## config.mk

```make
export PLATFORM = sky130hd
export DESIGN_NAME = ifid_skid_buf_flat
export DESIGN_NICKNAME = d
export VERILOG_FILES = /design/src/rtl/ifid_skid_buf_if.sv /design/src/rtl/ifid_skid_buf.sv /design/src/flat_wrapper.sv
export SDC_FILE = /design/constraint.sdc
export NUM_CORES = 1
export LEC_CHECK = 0
export ABC_AREA = 1
export CAP_MARGIN = 10
export CORE_ASPECT_RATIO = 1.25
export CORE_MARGIN = 3
export CORE_UTILIZATION = 30
export CTS_BUF_LIST = sky130_fd_sc_hd__clkbuf_2 sky130_fd_sc_hd__clkbuf_4 sky130_fd_sc_hd__clkbuf_8
export DETAILED_ROUTE_END_ITERATION = 10
export GPL_ROUTABILITY_DRIVEN = 0
export PLACE_DENSITY_LB_ADDON = 0.15
export SYNTH_ARGS = -nofsm -noshare
export SYNTH_HDL_FRONTEND = slang
export SYNTH_SLANG_ARGS = --single-unit
```

## constraint.sdc

```tcl
create_clock -name clk -period 5.9 [get_ports clk]
set_clock_uncertainty 0.2 [all_clocks]
set_input_delay 1.18 -clock clk [delete_from_list [all_inputs] [get_ports clk]]
set_output_delay 1.18 -clock clk [all_outputs]
set_load 0.02 [all_outputs]
```

## src/rtl/ifid_skid_buf_if.sv

```systemverilog
// ifid_skid_buf_if: fetch-side and decode-side handshake bundle for the IF/ID skid buffer.
//   fetch_inst/fetch_pc/fetch_valid : word offered by fetch
//   fetch_hold                      : stall back to fetch (re-present same PC)
//   flush                           : redirect, kill buffered work
//   id_ready/id_valid/id_inst/id_pc : head entry handshake towards decode
//   occupancy                       : entries currently stored
// Modports: slave = the buffer, master = the surrounding pipeline.
interface ifid_skid_buf_if #(
  parameter int unsigned WIDTH = 32,
  parameter int unsigned DEPTH = 2
);
  localparam int unsigned OCC_W = $clog2(DEPTH + 1);

  logic [WIDTH-1:0] fetch_inst;
  logic [WIDTH-1:0] fetch_pc;
  logic             fetch_valid;
  logic             fetch_hold;
  logic             flush;
  logic             id_ready;
  logic             id_valid;
  logic [WIDTH-1:0] id_inst;
  logic [WIDTH-1:0] id_pc;
  logic [OCC_W-1:0] occupancy;

  modport master (
    output fetch_inst, fetch_pc, fetch_valid, flush, id_ready,
    input  fetch_hold, id_valid, id_inst, id_pc, occupancy
  );

  modport slave (
    input  fetch_inst, fetch_pc, fetch_valid, flush, id_ready,
    output fetch_hold, id_valid, id_inst, id_pc, occupancy
  );
endinterface

```

## src/rtl/ifid_skid_buf.sv

```systemverilog
// ifid_skid_buf: IF/ID boundary skid buffer. Captures {pc, inst} pairs from fetch into
// an in-order circular buffer, presents the oldest to decode, holds fetch when full,
// and drops all buffered work on flush.
// Ports:
//   clk  : clock, rising edge
//   rst  : synchronous active-low reset
//   bus  : ifid_skid_buf_if.slave (fetch handshake, flush, decode handshake, occupancy)
// Optional (macro IFID_PERF_CNT_EN):
//   hold_cycles  : saturating count of cycles with fetch_hold = 1
//   flush_events : saturating count of cycles with flush = 1
// DEPTH must be a power of two >= 2 so the pointers wrap naturally.
module ifid_skid_buf #(
  parameter int unsigned      DEPTH    = 2,
  parameter int unsigned      WIDTH    = 32,
  parameter logic [WIDTH-1:0] NOP_INST = '0
) (
  input  logic              clk,
  input  logic              rst,
  ifid_skid_buf_if.slave    bus
`ifdef IFID_PERF_CNT_EN
  ,
  output logic [31:0]       hold_cycles,
  output logic [31:0]       flush_events
`endif
);

  localparam int unsigned PTR_W = $clog2(DEPTH);
  localparam int unsigned CNT_W = $clog2(DEPTH + 1);

  typedef struct packed {
    logic [WIDTH-1:0] pc;
    logic [WIDTH-1:0] inst;
  } entry_t;

  entry_t           mem [DEPTH];
  logic [PTR_W-1:0] wr_ptr;
  logic [PTR_W-1:0] rd_ptr;
  logic [CNT_W-1:0] count;

  logic valid_c;
  logic hold_c;
  logic push_c;
  logic pop_c;

  // Handshake decode; a pop frees a slot in the same cycle, so a full buffer
  // only holds fetch when decode is not taking the head.
  always_comb begin
    valid_c = (count != '0);
    hold_c  = (count == CNT_W'(DEPTH)) & ~bus.id_ready;
    pop_c   = valid_c & bus.id_ready;
    push_c  = bus.fetch_valid & ~hold_c & ~bus.flush;
  end

  // Pointer/count state; flush drops everything, including a head popped this cycle.
  always_ff @(posedge clk) begin
    if (!rst) begin
      wr_ptr <= '0;
      rd_ptr <= '0;
      count  <= '0;
    end else if (bus.flush) begin
      wr_ptr <= '0;
      rd_ptr <= '0;
      count  <= '0;
    end else begin
      if (push_c) wr_ptr <= wr_ptr + PTR_W'(1);
      if (pop_c)  rd_ptr <= rd_ptr + PTR_W'(1);
      case ({push_c, pop_c})
        2'b10:   count <= count + CNT_W'(1);
        2'b01:   count <= count - CNT_W'(1);
        default: count <= count;
      endcase
    end
  end

  // Entry storage; contents are don't-care out of reset so no reset term.
  always_ff @(posedge clk) begin
    if (rst && push_c) begin
      mem[wr_ptr] <= '{pc: bus.fetch_pc, inst: bus.fetch_inst};
    end
  end

  // Decode-facing outputs are a pure function of state; no fetch-to-decode bypass.
  always_comb begin
    bus.id_valid   = valid_c;
    bus.id_inst    = valid_c ? mem[rd_ptr].inst : NOP_INST;
    bus.id_pc      = valid_c ? mem[rd_ptr].pc   : '0;
    bus.occupancy  = count;
    bus.fetch_hold = hold_c;
  end

`ifdef IFID_PERF_CNT_EN
  // Saturating performance counters.
  always_ff @(posedge clk) begin
    if (!rst) begin
      hold_cycles  <= '0;
      flush_events <= '0;
    end else begin
      if (hold_c && (hold_cycles != '1))        hold_cycles  <= hold_cycles + 32'd1;
      if (bus.flush && (flush_events != '1))    flush_events <= flush_events + 32'd1;
    end
  end
`endif

endmodule

```

## src/flat_wrapper.sv

```systemverilog
// flat-port wrapper written by rule: the top's interface ports become plain ports
module ifid_skid_buf_flat 
#(
  parameter int unsigned      DEPTH    = 2,
  parameter int unsigned      WIDTH    = 32,
  parameter logic [WIDTH-1:0] NOP_INST = '0
)
  (clk, rst, bus_fetch_inst, bus_fetch_pc, bus_fetch_valid, bus_flush, bus_id_ready, bus_fetch_hold, bus_id_valid, bus_id_inst, bus_id_pc, bus_occupancy);
  ifid_skid_buf_if #(.WIDTH(WIDTH), .DEPTH(DEPTH)) bus_i ();
  input  logic clk;
  input  logic rst;
  input wire logic [$bits(bus_i.fetch_inst)-1:0] bus_fetch_inst;
  input wire logic [$bits(bus_i.fetch_pc)-1:0] bus_fetch_pc;
  input wire logic [$bits(bus_i.fetch_valid)-1:0] bus_fetch_valid;
  input wire logic [$bits(bus_i.flush)-1:0] bus_flush;
  input wire logic [$bits(bus_i.id_ready)-1:0] bus_id_ready;
  output wire logic [$bits(bus_i.fetch_hold)-1:0] bus_fetch_hold;
  output wire logic [$bits(bus_i.id_valid)-1:0] bus_id_valid;
  output wire logic [$bits(bus_i.id_inst)-1:0] bus_id_inst;
  output wire logic [$bits(bus_i.id_pc)-1:0] bus_id_pc;
  output wire logic [$bits(bus_i.occupancy)-1:0] bus_occupancy;
  assign bus_i.fetch_inst = bus_fetch_inst;
  assign bus_i.fetch_pc = bus_fetch_pc;
  assign bus_i.fetch_valid = bus_fetch_valid;
  assign bus_i.flush = bus_flush;
  assign bus_i.id_ready = bus_id_ready;
  assign bus_fetch_hold = bus_i.fetch_hold;
  assign bus_id_valid = bus_i.id_valid;
  assign bus_id_inst = bus_i.id_inst;
  assign bus_id_pc = bus_i.id_pc;
  assign bus_occupancy = bus_i.occupancy;
  ifid_skid_buf #(.DEPTH(DEPTH), .WIDTH(WIDTH), .NOP_INST(NOP_INST)) u_core (.clk(clk), .rst(rst), .bus(bus_i));
endmodule
```

* Yosys cells after proc, flatten, opt, wreduce, memory -nomap -nowiden
Memories as Yosys holds them, arrays and structs flattened. A register that Yosys moved wholly into a read port is not among the register bits. Index checks and enable logic that the tools add are counted.
Operators by class: $add $sub $neg 4, $mul 0, divide/modulo/power cells 0, $lt $le $gt $ge 0, eq/ne operators 3, shift-type cells 0, multiplexer cells 7, bitwise gates (word level) 8, reductions and logical operators 4
Operators by type and width (count):
- 32-bit 2-to-1 mux | 2
- 1-bit bitwise AND | 4
- 2-bit == test (second input constant) | 2
- 1-bit 2-to-1 mux | 4
- 1-bit NOT | 4
- 2-bit one-hot mux with 2 select lines | 1
- 2-bit nonzero test | 2
- 1-bit adder (second input constant) | 2
- 2-bit by 1-bit adder with 2-bit output (second input constant) | 1
- 2-bit by 1-bit == test with 1-bit output (second input constant) | 1
- 2-bit OR reduction | 1
- 2-bit by 1-bit subtractor with 2-bit output (second input constant) | 1
- 1-bit logical AND | 1
Storage, ports and cells: register bits 4, bits in latches 0, bits in writable memories 128, ROM bits 0, bits of input ports 69, output and inout bits 68, logic and storage cells 30, memories kept 1
Memory list:
- u_core.mem | words 2, bits a word 64, rd ports 1, clocked after Yosys merged registers in 1, wr ports 1, line ifid_skid_buf.sv:35 | entry_t mem [DEPTH];

* Depth between registers and ports, before layout
word-level depth 8, gate-level depth with buffers 9, mapped depth without buffers 9

* Worst setup path after synthesis
No wires, ideal clock.
path type in2reg, start in bus_fetch_valid, end mem u_core.mem[1][0] (netlist name) (enable), setup time 0.486 ns, arrival time 4.137 ns, required time 5.214 ns, setup slack 1.077 ns, stages on the path 4, buffers on the path 0, cells stage by stage inv_1 > nor2_1 > nand3_1 > nor2_1
On the way: longest elaborated chain between the ends 5
Ends and longest elaborated chain:
- start, declared | line flat_wrapper.sv:14 | input wire logic [$bits(bus_i.fetch_valid)-1:0] bus_fetch_valid;
- 1-bit bitwise AND (2 in a row) | line ifid_skid_buf.sv:51 | push_c = bus.fetch_valid & ~hold_c & ~bus.flush;
- 1-bit logical AND | line ifid_skid_buf.sv:77 | if (rst && push_c) begin
- 1-bit 2-to-1 mux | line ifid_skid_buf.sv:77
- 1-bit 2-to-1 mux (not written as such) | line ifid_skid_buf.sv:78 | mem[wr_ptr] <= '{pc: bus.fetch_pc, inst: bus.fetch_inst};
- end, declared | line ifid_skid_buf.sv:35
Every way passes these cells.

==> run_results.csv <==
group,metric,value,unit
global_route,grt_max_degree,65,
final_layout,antenna_cells,0,
sta,finalCritPeriodShare,0.677,
yosys,syn-num-nets,453,
global_route,grt_usage,0.126,
yosys,synth.ff_latch_count,133,
route,drt_iter0_markers,192,
floorplanning,chipHeight,154,um
route,drc_errors,0,
route,routed_via_density,4.39,
critical_path,r2r_setup_slack,3.48,ns
sta,tightest_slew,0.929,ns
yosys,synthTopCellsByArea,"edfxtp_1 73%, nand2_1 9.7%, a21oi_2 8.2%",
clock_network,post_cts_buffers,0,
floorplanning,start_util,0.309,
hold_path,hp-class,"register to register",
sta,rsz0062_at_grt,"false",
power_and_ir_drop,power,1.99,mW
final_layout,area_delta_synth_final,37.3,%
floorplanning,die_w,124,um
clock_network,postCtsResizedCells,0,
final_layout,ff_latch_area,3950,um^2
sta,final_max_slew_viol_count,0,
status,status,"complete, no violations",
critical_path,endpoint,"bus_id_pc[27]",
clock_network,cts-root-buf,"clkbuf_8",
clock_network,cts_buffers,17,
sta,min_period,3.99,ns
critical_path,cp_data_arrival_time,2.61,ns
final_layout,fin_nets,594,
placement,hpwl,7050,um
clock_network,clock_path_buffers,2,
global_route,grt_pass1_vias,3507,
power_and_ir_drop,powerDensity,277,nW/um^2
critical_path,crit_fanout,33,
yosys,synth_largest_area_cell,"edfxtp_1",
critical_path,critical_path_class,"register to primary output",
yosys,ys_warn_count,0,
yosys,synthCells,383,
route,ant_nets,0,
route,wl,12000,um
global_route,grt_pass1_wl,18800,um
sta,max_freq,250,MHz
critical_path,end_kind,"primary output",
clock_network,clk_pin_slew,0.08,ns
floorplanning,num_io_pins,137,
route,dr.pass1.iters,4,
power_and_ir_drop,ir_worst_vdd,0.000139,V
global_route,grt-ovfl-total,0,
final_layout,fin_area,7200,um^2
floorplanning,core_area,17000,um^2
global_route,antenna_found_initial,0,
yosys,postSynthAreaPerCell,13.7,um^2
clock_network,h-tree-depth,4,
route,vias,3322,
yosys,syn_area,5250,um^2
floorplanning,dieArea,19100,um^2
power_and_ir_drop,p_leak,2.40,nW
sta,tns,0,ns
yosys,yosysUniqueCellTypes,18,
placement,postPlaceCellArea,6800,um^2
clock_network,ctsHoldBuffers,0,
critical_path,worst_ep_required_time,4.52,ns
clock_network,clock_sinks,133,
final_layout,multi_input_area,1140,um^2
clock_network,cts_tree,"yes",
clock_network,clock_latency,0.42,ns
sta,slew_headroom,0.380,
critical_path,timing.rr.end,"u_core.mem[0][11]",
critical_path,r2r_cells,5,
critical_path,cp-start-kind,"register",
final_layout,drive_above_1_share,0.168,
yosys,post-synth-top-area-fraction,0.733,
sta,setup_viol_count_final,0,
sta,hold_viol_final,0,
placement,port_buffers,136,
floorplanning,rows,53,
yosys,yosysSeqAreaShare,0.752,
route,post_drt_wl_per_cell,15.9,um
final_layout,num-fill-cells,1640,
critical_path,r2r-start,"u_core.bus.occupancy[0]",
job,maxCapViolCount,0,
[area by class of cell]
| cell class | count | area share |
|---|---|---|
| Tap cell | 220 | 0.0382 |
| Inverter | 9 | 0.00469 |
| Timing Repair Buffer | 142 | 0.195 |
| Clock buffer | 18 | 0.0335 |
| Sequential cell | 133 | 0.548 |
| Clock inverter | 14 | 0.0222 |
| Multi-Input combinational cell | 221 | 0.159 |
[sequential cells by signal, indices dropped and copies added, names as in the netlist, named ones only]
register / count
u_core.mem: 128
u_core.wr_ptr: 1
u_core.bus.occupancy: 2
u_core.rd_ptr: 1
[metrics by stage]
| step | utilization | worst slack, ns | hold slack, ns | std cells |
|---|---|---|---|---|
| 4_1_cts | 0.424 | 1.81 | 0.321 | 757 |
| 3_3_place_gp | 0.401 | 2.05 | 0.281 | 725 |
| 3_5_place_dp | 0.401 | 2.05 | 0.298 | 725 |
| 6_report | 0.424 | 1.91 | 0.315 | 757 |
| 5_1_grt | 0.424 | 1.66 | 0.362 | 757 |
| 2_1_floorplan | - | 1.08 | 0.267 | 383 |
[logic make-up after synthesis]
kind of cell / count (synthesis) / synth area share
simple gates: 154 / 0.113
flops: 133 / 0.752
compound gates: 65 / 0.0971
buf+inv: 29 / 0.0341
xor+xnor: 1 / 0.00167
fa+ha+maj: 1 / 0.00238
[power breakdown]
group | internal, mW | switching (mW)
Clock | 0.420 | 0.354
Combinational | 0.0801 | 0.0837
Sequential | 1.05 | 0.00461
[worst min-delay path by stage]
stage                   from       endpoint  slack [ns]  cells after the start
2_1_floorplan  u_core.rd_ptr       register        0.27                      2
3_3_place_gp   u_core.rd_ptr  u_core.rd_ptr        0.28                      2
3_5_place_dp   u_core.rd_ptr       register        0.30                      2
4_1_cts        u_core.rd_ptr  u_core.rd_ptr        0.32                      2
5_1_grt        u_core.rd_ptr       register        0.36                      3
6_report       u_core.rd_ptr  u_core.rd_ptr        0.31                      2
[metal layers]
metal | share of wire | routed length, um | vias up | GRT usage
met2 | 0.53 | 6390 | 88 | 0.221
met4 | 0.014 | 167 | 0 | 0.0470
li1 | - | - | 1617 | -
met5 | 0 | 0 | - | 0
met1 | 0.41 | 4930 | 1606 | 0.146
met3 | 0.045 | 540 | 11 | 0.0372
[Yosys cell counts, drive strengths merged]
| cell | count |
|---|---|
| dfxtp | 5 |
| buf | 20 |
| edfxtp | 128 |
| xor2 | 1 |
| ha | 1 |
| nand3 | 2 |
| nand2 | 136 |
| a21oi | 65 |
| nor2 | 13 |
| inv | 9 |
| nand4 | 1 |
| nor3 | 2 |
[cell usage in the layout (no fill, tap or decap)]
master / count
nand2_1: 136
clkdlybuf4s50_1: 136
edfxtp_1: 128
a21oi_2: 49
clkbuf_8: 17
a21oi_1: 16
nor2_1: 11
inv_1: 8
buf_4: 6
clkinv_2: 4
dfxtp_1: 4
clkinv_4: 3
bufinv_16: 3
nor2_4: 2
nand3_1: 2
clkinv_1: 2
inv_2: 1
nor3_4: 1
xor2_1: 1
nor3_1: 1
nand4_1: 1
ha_1: 1
dfxtp_2: 1
clkbuf_4: 1
inv_6: 1
clkinvlp_4: 1
[worst max-delay path, stage by stage (launching register included)]
cell,delay (ns)
dfxtp_2,0.33
inv_2,0.44
buf_4,0.48
nand2_1,0.11
a21oi_2,0.17
clkdlybuf4s50_1,0.63
No activity file was read; power rests on OpenSTA's default activity.
